==> src/rtl/opl_reg_uart_tx.sv <==
// -----------------------------------------------------------------------------
// opl_reg_uart_tx
//
// Host-side serializer for the OPL2 register-write serial link. Register
// writes arrive as (addr, data) pairs over a valid/ready handshake, are
// buffered in a small FIFO and sent as two 8N1 UART bytes (address first,
// then data). Whenever the queue drains, and after reset, the line is held
// idle for an end-of-packet gap so the receiver's address/data toggle
// re-aligns before the next pair.
//
// Ports:
//   clk         system clock, all logic on posedge
//   rst         synchronous reset, active-high
//   wr_valid    a register-write pair is offered
//   wr_ready    FIFO can accept a pair (count < FIFO_DEPTH)
//   wr_addr     OPL register address
//   wr_data     OPL register data
//   TxD         serial output, idle high, registered
//   busy        FSM not idle or FIFO non-empty
//   fifo_count  number of pairs currently queued
// -----------------------------------------------------------------------------
module opl_reg_uart_tx #(
    parameter int CLK_HZ       = 27000000,
    parameter int BAUD         = 115200,
    parameter int FIFO_DEPTH   = 4,
    parameter int EOP_GAP_BITS = 24
) (
    input  logic                                clk,
    input  logic                                rst,
    input  logic                                wr_valid,
    output logic                                wr_ready,
    input  logic [7:0]                          wr_addr,
    input  logic [7:0]                          wr_data,
    output logic                                TxD,
    output logic                                busy,
    output logic [$clog2(FIFO_DEPTH+1)-1:0]     fifo_count
);

    // Bit period rounded to the nearest whole clock.
    localparam int DIV      = (CLK_HZ + BAUD / 2) / BAUD;
    localparam int GAP_CLKS = EOP_GAP_BITS * DIV;
    localparam int BAUD_W   = $clog2(DIV + 1);
    localparam int GAP_W    = $clog2(GAP_CLKS + 1);
    localparam int PTR_W    = $clog2(FIFO_DEPTH);
    localparam int CNT_W    = $clog2(FIFO_DEPTH + 1);

    localparam logic [BAUD_W-1:0] BAUD_LAST = BAUD_W'(DIV - 1);
    localparam logic [BAUD_W-1:0] BAUD_ONE  = BAUD_W'(1);
    localparam logic [GAP_W-1:0]  GAP_LAST  = GAP_W'(GAP_CLKS - 1);
    localparam logic [GAP_W-1:0]  GAP_ONE   = GAP_W'(1);
    localparam logic [PTR_W-1:0]  PTR_ONE   = PTR_W'(1);
    localparam logic [CNT_W-1:0]  CNT_ONE   = CNT_W'(1);
    localparam logic [CNT_W-1:0]  CNT_FULL  = CNT_W'(FIFO_DEPTH);
    localparam logic [CNT_W-1:0]  CNT_ZERO  = CNT_W'(0);

    typedef enum logic [2:0] {
        GAP   = 3'd0,
        IDLE  = 3'd1,
        START = 3'd2,
        DATA  = 3'd3,
        STOP  = 3'd4
    } state_t;

    state_t             state_r;
    state_t             state_nxt_s;

    logic [BAUD_W-1:0]  baud_cnt_r;
    logic [GAP_W-1:0]   gap_cnt_r;
    logic [2:0]         bit_idx_r;
    logic [7:0]         shift_r;
    logic [7:0]         data_hold_r;
    logic               addr_phase_r;
    logic               txd_r;

    logic [7:0]         addr_mem_r [FIFO_DEPTH];
    logic [7:0]         data_mem_r [FIFO_DEPTH];
    logic [PTR_W-1:0]   wr_ptr_r;
    logic [PTR_W-1:0]   rd_ptr_r;
    logic [CNT_W-1:0]   count_r;

    logic               push_s;
    logic               pop_s;
    logic               load_addr_s;
    logic               load_data_s;
    logic               fifo_empty_s;
    logic               bit_end_s;
    logic               gap_end_s;
    logic               last_bit_s;
    logic               wr_ready_s;

    // Handshake and status decode; all derived from registered state only.
    assign wr_ready_s   = (count_r < CNT_FULL);
    assign fifo_empty_s = (count_r == CNT_ZERO);
    assign push_s       = wr_valid && wr_ready_s;
    assign bit_end_s    = (baud_cnt_r == BAUD_LAST);
    assign gap_end_s    = (gap_cnt_r == GAP_LAST);
    assign last_bit_s   = (bit_idx_r == 3'd7);

    assign wr_ready   = wr_ready_s;
    assign busy       = (state_r != IDLE) || !fifo_empty_s;
    assign fifo_count = count_r;
    assign TxD        = txd_r;

    // FSM state register; reset lands in GAP so the link resynchronizes.
    always_ff @(posedge clk) begin
        if (rst) begin
            state_r <= GAP;
        end else begin
            state_r <= state_nxt_s;
        end
    end

    // FSM next-state and pop/load strobes.
    always_comb begin
        state_nxt_s = state_r;
        pop_s       = 1'b0;
        load_addr_s = 1'b0;
        load_data_s = 1'b0;
        case (state_r)
            GAP: begin
                if (gap_end_s) begin
                    state_nxt_s = IDLE;
                end else begin
                    state_nxt_s = GAP;
                end
            end
            IDLE: begin
                if (!fifo_empty_s) begin
                    pop_s       = 1'b1;
                    load_addr_s = 1'b1;
                    state_nxt_s = START;
                end else begin
                    state_nxt_s = IDLE;
                end
            end
            START: begin
                if (bit_end_s) begin
                    state_nxt_s = DATA;
                end else begin
                    state_nxt_s = START;
                end
            end
            DATA: begin
                if (bit_end_s && last_bit_s) begin
                    state_nxt_s = STOP;
                end else begin
                    state_nxt_s = DATA;
                end
            end
            STOP: begin
                if (bit_end_s) begin
                    if (addr_phase_r) begin
                        // Data byte follows its address with no idle time.
                        load_data_s = 1'b1;
                        state_nxt_s = START;
                    end else if (!fifo_empty_s) begin
                        pop_s       = 1'b1;
                        load_addr_s = 1'b1;
                        state_nxt_s = START;
                    end else begin
                        state_nxt_s = GAP;
                    end
                end else begin
                    state_nxt_s = STOP;
                end
            end
            default: begin
                state_nxt_s = GAP;
            end
        endcase
    end

    // Baud counter: runs only while a frame is on the wire, restarts each bit.
    always_ff @(posedge clk) begin
        if (rst) begin
            baud_cnt_r <= '0;
        end else if ((state_r == START) || (state_r == DATA) || (state_r == STOP)) begin
            if (bit_end_s) begin
                baud_cnt_r <= '0;
            end else begin
                baud_cnt_r <= baud_cnt_r + BAUD_ONE;
            end
        end else begin
            baud_cnt_r <= '0;
        end
    end

    // End-of-packet gap counter; held at zero outside GAP and during reset.
    always_ff @(posedge clk) begin
        if (rst) begin
            gap_cnt_r <= '0;
        end else if (state_r == GAP) begin
            if (gap_end_s) begin
                gap_cnt_r <= '0;
            end else begin
                gap_cnt_r <= gap_cnt_r + GAP_ONE;
            end
        end else begin
            gap_cnt_r <= '0;
        end
    end

    // Data bit index within the current byte.
    always_ff @(posedge clk) begin
        if (rst) begin
            bit_idx_r <= 3'd0;
        end else if (state_r == DATA) begin
            if (bit_end_s) begin
                bit_idx_r <= bit_idx_r + 3'd1;
            end else begin
                bit_idx_r <= bit_idx_r;
            end
        end else begin
            bit_idx_r <= 3'd0;
        end
    end

    // Byte shifter: loads address (holding data aside) or data, shifts LSB first.
    always_ff @(posedge clk) begin
        if (rst) begin
            shift_r      <= 8'h00;
            data_hold_r  <= 8'h00;
            addr_phase_r <= 1'b0;
        end else if (load_addr_s) begin
            shift_r      <= addr_mem_r[rd_ptr_r];
            data_hold_r  <= data_mem_r[rd_ptr_r];
            addr_phase_r <= 1'b1;
        end else if (load_data_s) begin
            shift_r      <= data_hold_r;
            addr_phase_r <= 1'b0;
        end else if ((state_r == DATA) && bit_end_s) begin
            shift_r      <= {1'b0, shift_r[7:1]};
        end else begin
            shift_r      <= shift_r;
        end
    end

    // Serial output register; lags the FSM by one clock, so each level
    // lasts exactly one bit period and only changes at bit boundaries.
    always_ff @(posedge clk) begin
        if (rst) begin
            txd_r <= 1'b1;
        end else begin
            case (state_r)
                START:   txd_r <= 1'b0;
                DATA:    txd_r <= shift_r[0];
                default: txd_r <= 1'b1;
            endcase
        end
    end

    // FIFO storage write port.
    always_ff @(posedge clk) begin
        if (rst) begin
            for (int i = 0; i < FIFO_DEPTH; i++) begin
                addr_mem_r[i] <= 8'h00;
                data_mem_r[i] <= 8'h00;
            end
        end else if (push_s) begin
            addr_mem_r[wr_ptr_r] <= wr_addr;
            data_mem_r[wr_ptr_r] <= wr_data;
        end else begin
            addr_mem_r[wr_ptr_r] <= addr_mem_r[wr_ptr_r];
            data_mem_r[wr_ptr_r] <= data_mem_r[wr_ptr_r];
        end
    end

    // FIFO pointers; depth is a power of two so they wrap naturally.
    always_ff @(posedge clk) begin
        if (rst) begin
            wr_ptr_r <= '0;
            rd_ptr_r <= '0;
        end else begin
            if (push_s) begin
                wr_ptr_r <= wr_ptr_r + PTR_ONE;
            end else begin
                wr_ptr_r <= wr_ptr_r;
            end
            if (pop_s) begin
                rd_ptr_r <= rd_ptr_r + PTR_ONE;
            end else begin
                rd_ptr_r <= rd_ptr_r;
            end
        end
    end

    // FIFO occupancy; simultaneous push and pop leave it unchanged.
    always_ff @(posedge clk) begin
        if (rst) begin
            count_r <= CNT_ZERO;
        end else begin
            case ({push_s, pop_s})
                2'b10:   count_r <= count_r + CNT_ONE;
                2'b01:   count_r <= count_r - CNT_ONE;
                default: count_r <= count_r;
            endcase
        end
    end

endmodule

==> config.mk <==
export PLATFORM = sky130hd
export DESIGN_NAME = opl_reg_uart_tx
export DESIGN_NICKNAME = d
export VERILOG_FILES = /design/src/rtl/opl_reg_uart_tx.sv
export SDC_FILE = /design/constraint.sdc
export NUM_CORES = 1
export LEC_CHECK = 0
export CAP_MARGIN = 20
export CELL_PAD_IN_SITES_DETAIL_PLACEMENT = 0
export CELL_PAD_IN_SITES_GLOBAL_PLACEMENT = 1
export CORE_ASPECT_RATIO = 1.5
export CORE_UTILIZATION = 52
export DETAILED_ROUTE_END_ITERATION = 6
export MAX_ROUTING_LAYER = met4
export PLACE_DENSITY_LB_ADDON = 0.3
export SYNTH_ARGS = -nofsm -noshare
export SYNTH_HDL_FRONTEND = slang
export SYNTH_SLANG_ARGS = --single-unit
==> constraint.sdc <==
create_clock -name clk -period 4.3 [get_ports clk]
set_input_delay 0.86 -clock clk [delete_from_list [all_inputs] [get_ports clk]]
set_output_delay 0.86 -clock clk [all_outputs]
set_load 0.02 [all_outputs]
==> flow_metrics.env <==
export IMPL_status="finished, final reports clean"
export IMPL_final_cell_mix="74 x nor2_1, 64 x edfxtp_1, 59 x nand2_1"
export IMPL_areaGrowthSynthToFinish_pct=17.8
export IMPL_antenna_cells=0
export IMPL_nets=510
export IMPL_via_count=3334
export IMPL_drc=0
export IMPL_fin_ws_ns=1.04
export IMPL_syn_area_per_cell_um2=11.3
export IMPL_ctsLongestPathBuffers=2
export IMPL_synth_edf_count=64
export IMPL_ir_drop_v=0.000335
export IMPL_root_buffer="clkbuf_16"
export IMPL_dp_hpwl_um=6480
export IMPL_fin_crit_ns=3.26
export IMPL_synth_largest_area_cell="edfxtp_1"
export IMPL_grt_antenna_before_repair=0
export IMPL_final_common_cell="nor2_1"
export IMPL_slew_headroom_pct=41.3
export IMPL_worstHoldPathType="flop to flop"
export IMPL_p_leak_nw=2.28
export IMPL_rows=44
export IMPL_ys_warn_count=0
export IMPL_cpMaxStageDelayCell="nor3_1"
export IMPL_cts_tree="done"
export IMPL_hold_path_depth=2
export IMPL_firstDrtPassIters=4
export IMPL_grtUsageTotal_pct=23.0
export IMPL_grt_pass1_wl_um=17100
export IMPL_postCtsHoldBufs=0
export IMPL_hold_viol=0
export IMPL_die_h_um=124
export IMPL_pre_cts_slack_ns=1.06
export IMPL_powerDensity_mw_per_mm2=456
export IMPL_cts_max_level=4
export IMPL_holdPathEnd="data_hold_r[6]"
export IMPL_syn_area_mm2=0.00516
export IMPL_synthDistinctLibCells=49
export IMPL_synthFlopType="edfxtp_1"
export IMPL_place_congestion=0.734
export IMPL_grt_pass1_vias=3412
export IMPL_slew_viol_final=0
export IMPL_ant_nets=0
export IMPL_viasPerCell=5.45
export IMPL_cts_resized=0
export IMPL_post_route_util_pct=62.8
export IMPL_grt_overflow=0
export IMPL_synth_nets=484
export IMPL_clkSinkCount=118
export IMPL_synth_cells=458
export IMPL_worstPathCellList="nor3_1 -> and3b_1 -> a21oi_1 -> buf_4 -> clkinv_1 -> ha_1 -> inv_1 -> fa_1 -> xor2_1 -> or3_1 -> a21oi_1"
export IMPL_grt_start_max_net_pins=35
export IMPL_die_w_um=83.4
export IMPL_io_pins=25
export IMPL_numCtsBuffers=17
export IMPL_drive_above_1_share_pct=13.7
export IMPL_synthTopCellsByArea="edfxtp_1 37%, dfxtp_1 21%, mux4_2 7.0%"
export IMPL_cp_start_kind="flop"
export IMPL_numPortBuffers=24
export IMPL_fmax_mhz=307
export IMPL_dieArea_mm2=0.0103
export IMPL_setup_viol=0
export IMPL_ys_ff_latch=118
export IMPL_worst_setup_path_type="flop to flop"
export IMPL_coreArea_mm2=0.00969
export IMPL_cap_violations=0
export IMPL_worst_slew_pin_slew_ns=0.881
export IMPL_r2r_cells=11
export IMPL_reg2reg_setup_slack_ns=1.04
export IMPL_max_stage_delay_ns=0.53
export IMPL_initial_core_util_pct=53.3
export IMPL_first_iter_violations=168
export IMPL_cp_common_cell="a21oi_1"
export IMPL_end_kind="flop"
export IMPL_r2r_end="fifo_count[2]"
export IMPL_worstPathMaxFanout=20
export IMPL_cp_required_ns=4.63
export IMPL_post_cts_setup_buffers=0
export IMPL_rsz0062_at_grt="false"
export IMPL_finalCritPeriodShare_pct=75.9
export IMPL_async_flop_share_pct=0
export IMPL_drt_wl_total_um=10200
export IMPL_synth_seq_area_share_pct=58.2
export IMPL_timing_rr_start="fifo_count[0]"
export IMPL_path_clk_slew_ns=0.06
export IMPL_setup_tns_ns=0
export IMPL_synth_top_area_share_pct=37.2
export IMPL_insertion_delay_ns=0.40
export IMPL_arrival_ns=3.60
export IMPL_clock_skew_ns=0.00668
export IMPL_post_drt_wl_per_cell_um=16.7
export IMPL_worstHoldStart="data_hold_r[6]"
[worst max-delay path by stage]
stage,from,end,slack (ns),cells after the start
3_5_place_dp,fifo_count[0],fifo_count[2],1.06,11
2_1_floorplan,state_r[2],fifo_count[2],1.62,13
6_report,fifo_count[0],fifo_count[2],1.04,11
3_3_place_gp,wr_valid,data_mem_r[1][4],1.01,6
5_1_grt,fifo_count[0],fifo_count[2],0.72,11
4_1_cts,fifo_count[0],fifo_count[2],0.97,11
[power by group]
group	leakage [nW]	switching (W)	internal [W]
combinational	0.898	0.0000878	0.0000606
clock	0.277	0.000509	0.000852
sequential	1.10	0.0000215	0.00124
total	2.28	0.000618	0.00216
[cell usage after synthesis, types with 2 or more instances]
cell type	number
nor2_1	74
edfxtp_1	64
nand2_1	59
dfxtp_1	54
inv_1	24
a21oi_1	19
and2_1	17
mux4_2	16
xor2_1	15
clkbuf_1	14
nand3_1	9
o21ai_0	9
a311oi_2	7
mux2_1	7
xnor2_1	7
and3_1	6
ha_1	6
buf_1	4
buf_2	3
nand2b_1	3
nor4_1	3
or3_1	3
a31o_2	2
and3b_1	2
and4_1	2
nand4_1	2
nor2b_1	2
nor3_1	2
o21bai_1	2
or2_2	2
[registers in the layout, summed over array words and instances (netlist names), named ones only]
register,flops
addr_mem_r,32
data_mem_r,32
gap_cnt_r,13
baud_cnt_r,8
data_hold_r,8
shift_r,8
bit_idx_r,3
fifo_count,3
state_r,3
rd_ptr_r,2
wr_ptr_r,2
TxD,1
addr_phase_r,1
[metrics by stage]
stage / instances / hold WS, ns / total power (W) / area [µm²]
2_1_floorplan: 458 / 0.422 / 0.00137 / 5160
3_3_place_gp: 579 / 0.436 / 0.00143 / 5490
3_5_place_dp: 580 / 0.446 / 0.00144 / 5500
4_1_cts: 612 / 0.455 / 0.00280 / 6080
5_1_grt: 612 / 0.477 / 0.00286 / 6080
6_report: 612 / 0.454 / 0.00277 / 6080
[cell families after synthesis]
| logic type | share of synthesized area [%] |
|---|---|
| AO/OA/AOI/OAI | 6.47 |
| XOR/XNOR | 3.73 |
| adder cells (fa/ha/maj) | 1.84 |
| buffers and inverters | 3.78 |
| flip-flops | 58.2 |
| multiplexers | 8.51 |
| AND/OR/NAND/NOR | 17.5 |
[routing by layer]
layer | wire (µm) | track usage, % | up-vias
met4 | 116 | 9.91 | 0
met3 | 313 | 5.83 | 12
li1 | - | - | 1647
met2 | 5690 | 40.8 | 62
met1 | 4100 | 24.4 | 1613
met5 | 0 | - | -
[critical path: cells and delay by family (launching register included)]
kind                     cells  cell delay, ns
XOR/XNOR                     1            0.07
AND/OR/NAND/NOR              3            1.11
AO/OA/AOI/OAI                2            0.27
buffers and inverters        3            0.80
flip-flops                   1            0.36
adder cells (fa/ha/maj)      2            0.57
[layout make-up]
type                            instances  area, µm²
Clock buffer                           17        425
Clock inverter                         15        154
Fill cell                             791       3610
Inverter                               25       93.8
Multi-Input combinational cell        292       1970
Sequential cell                       118       3000
Tap cell                              115        144
Timing Repair Buffer                   30        289
(Power assumes the default switching activity.)
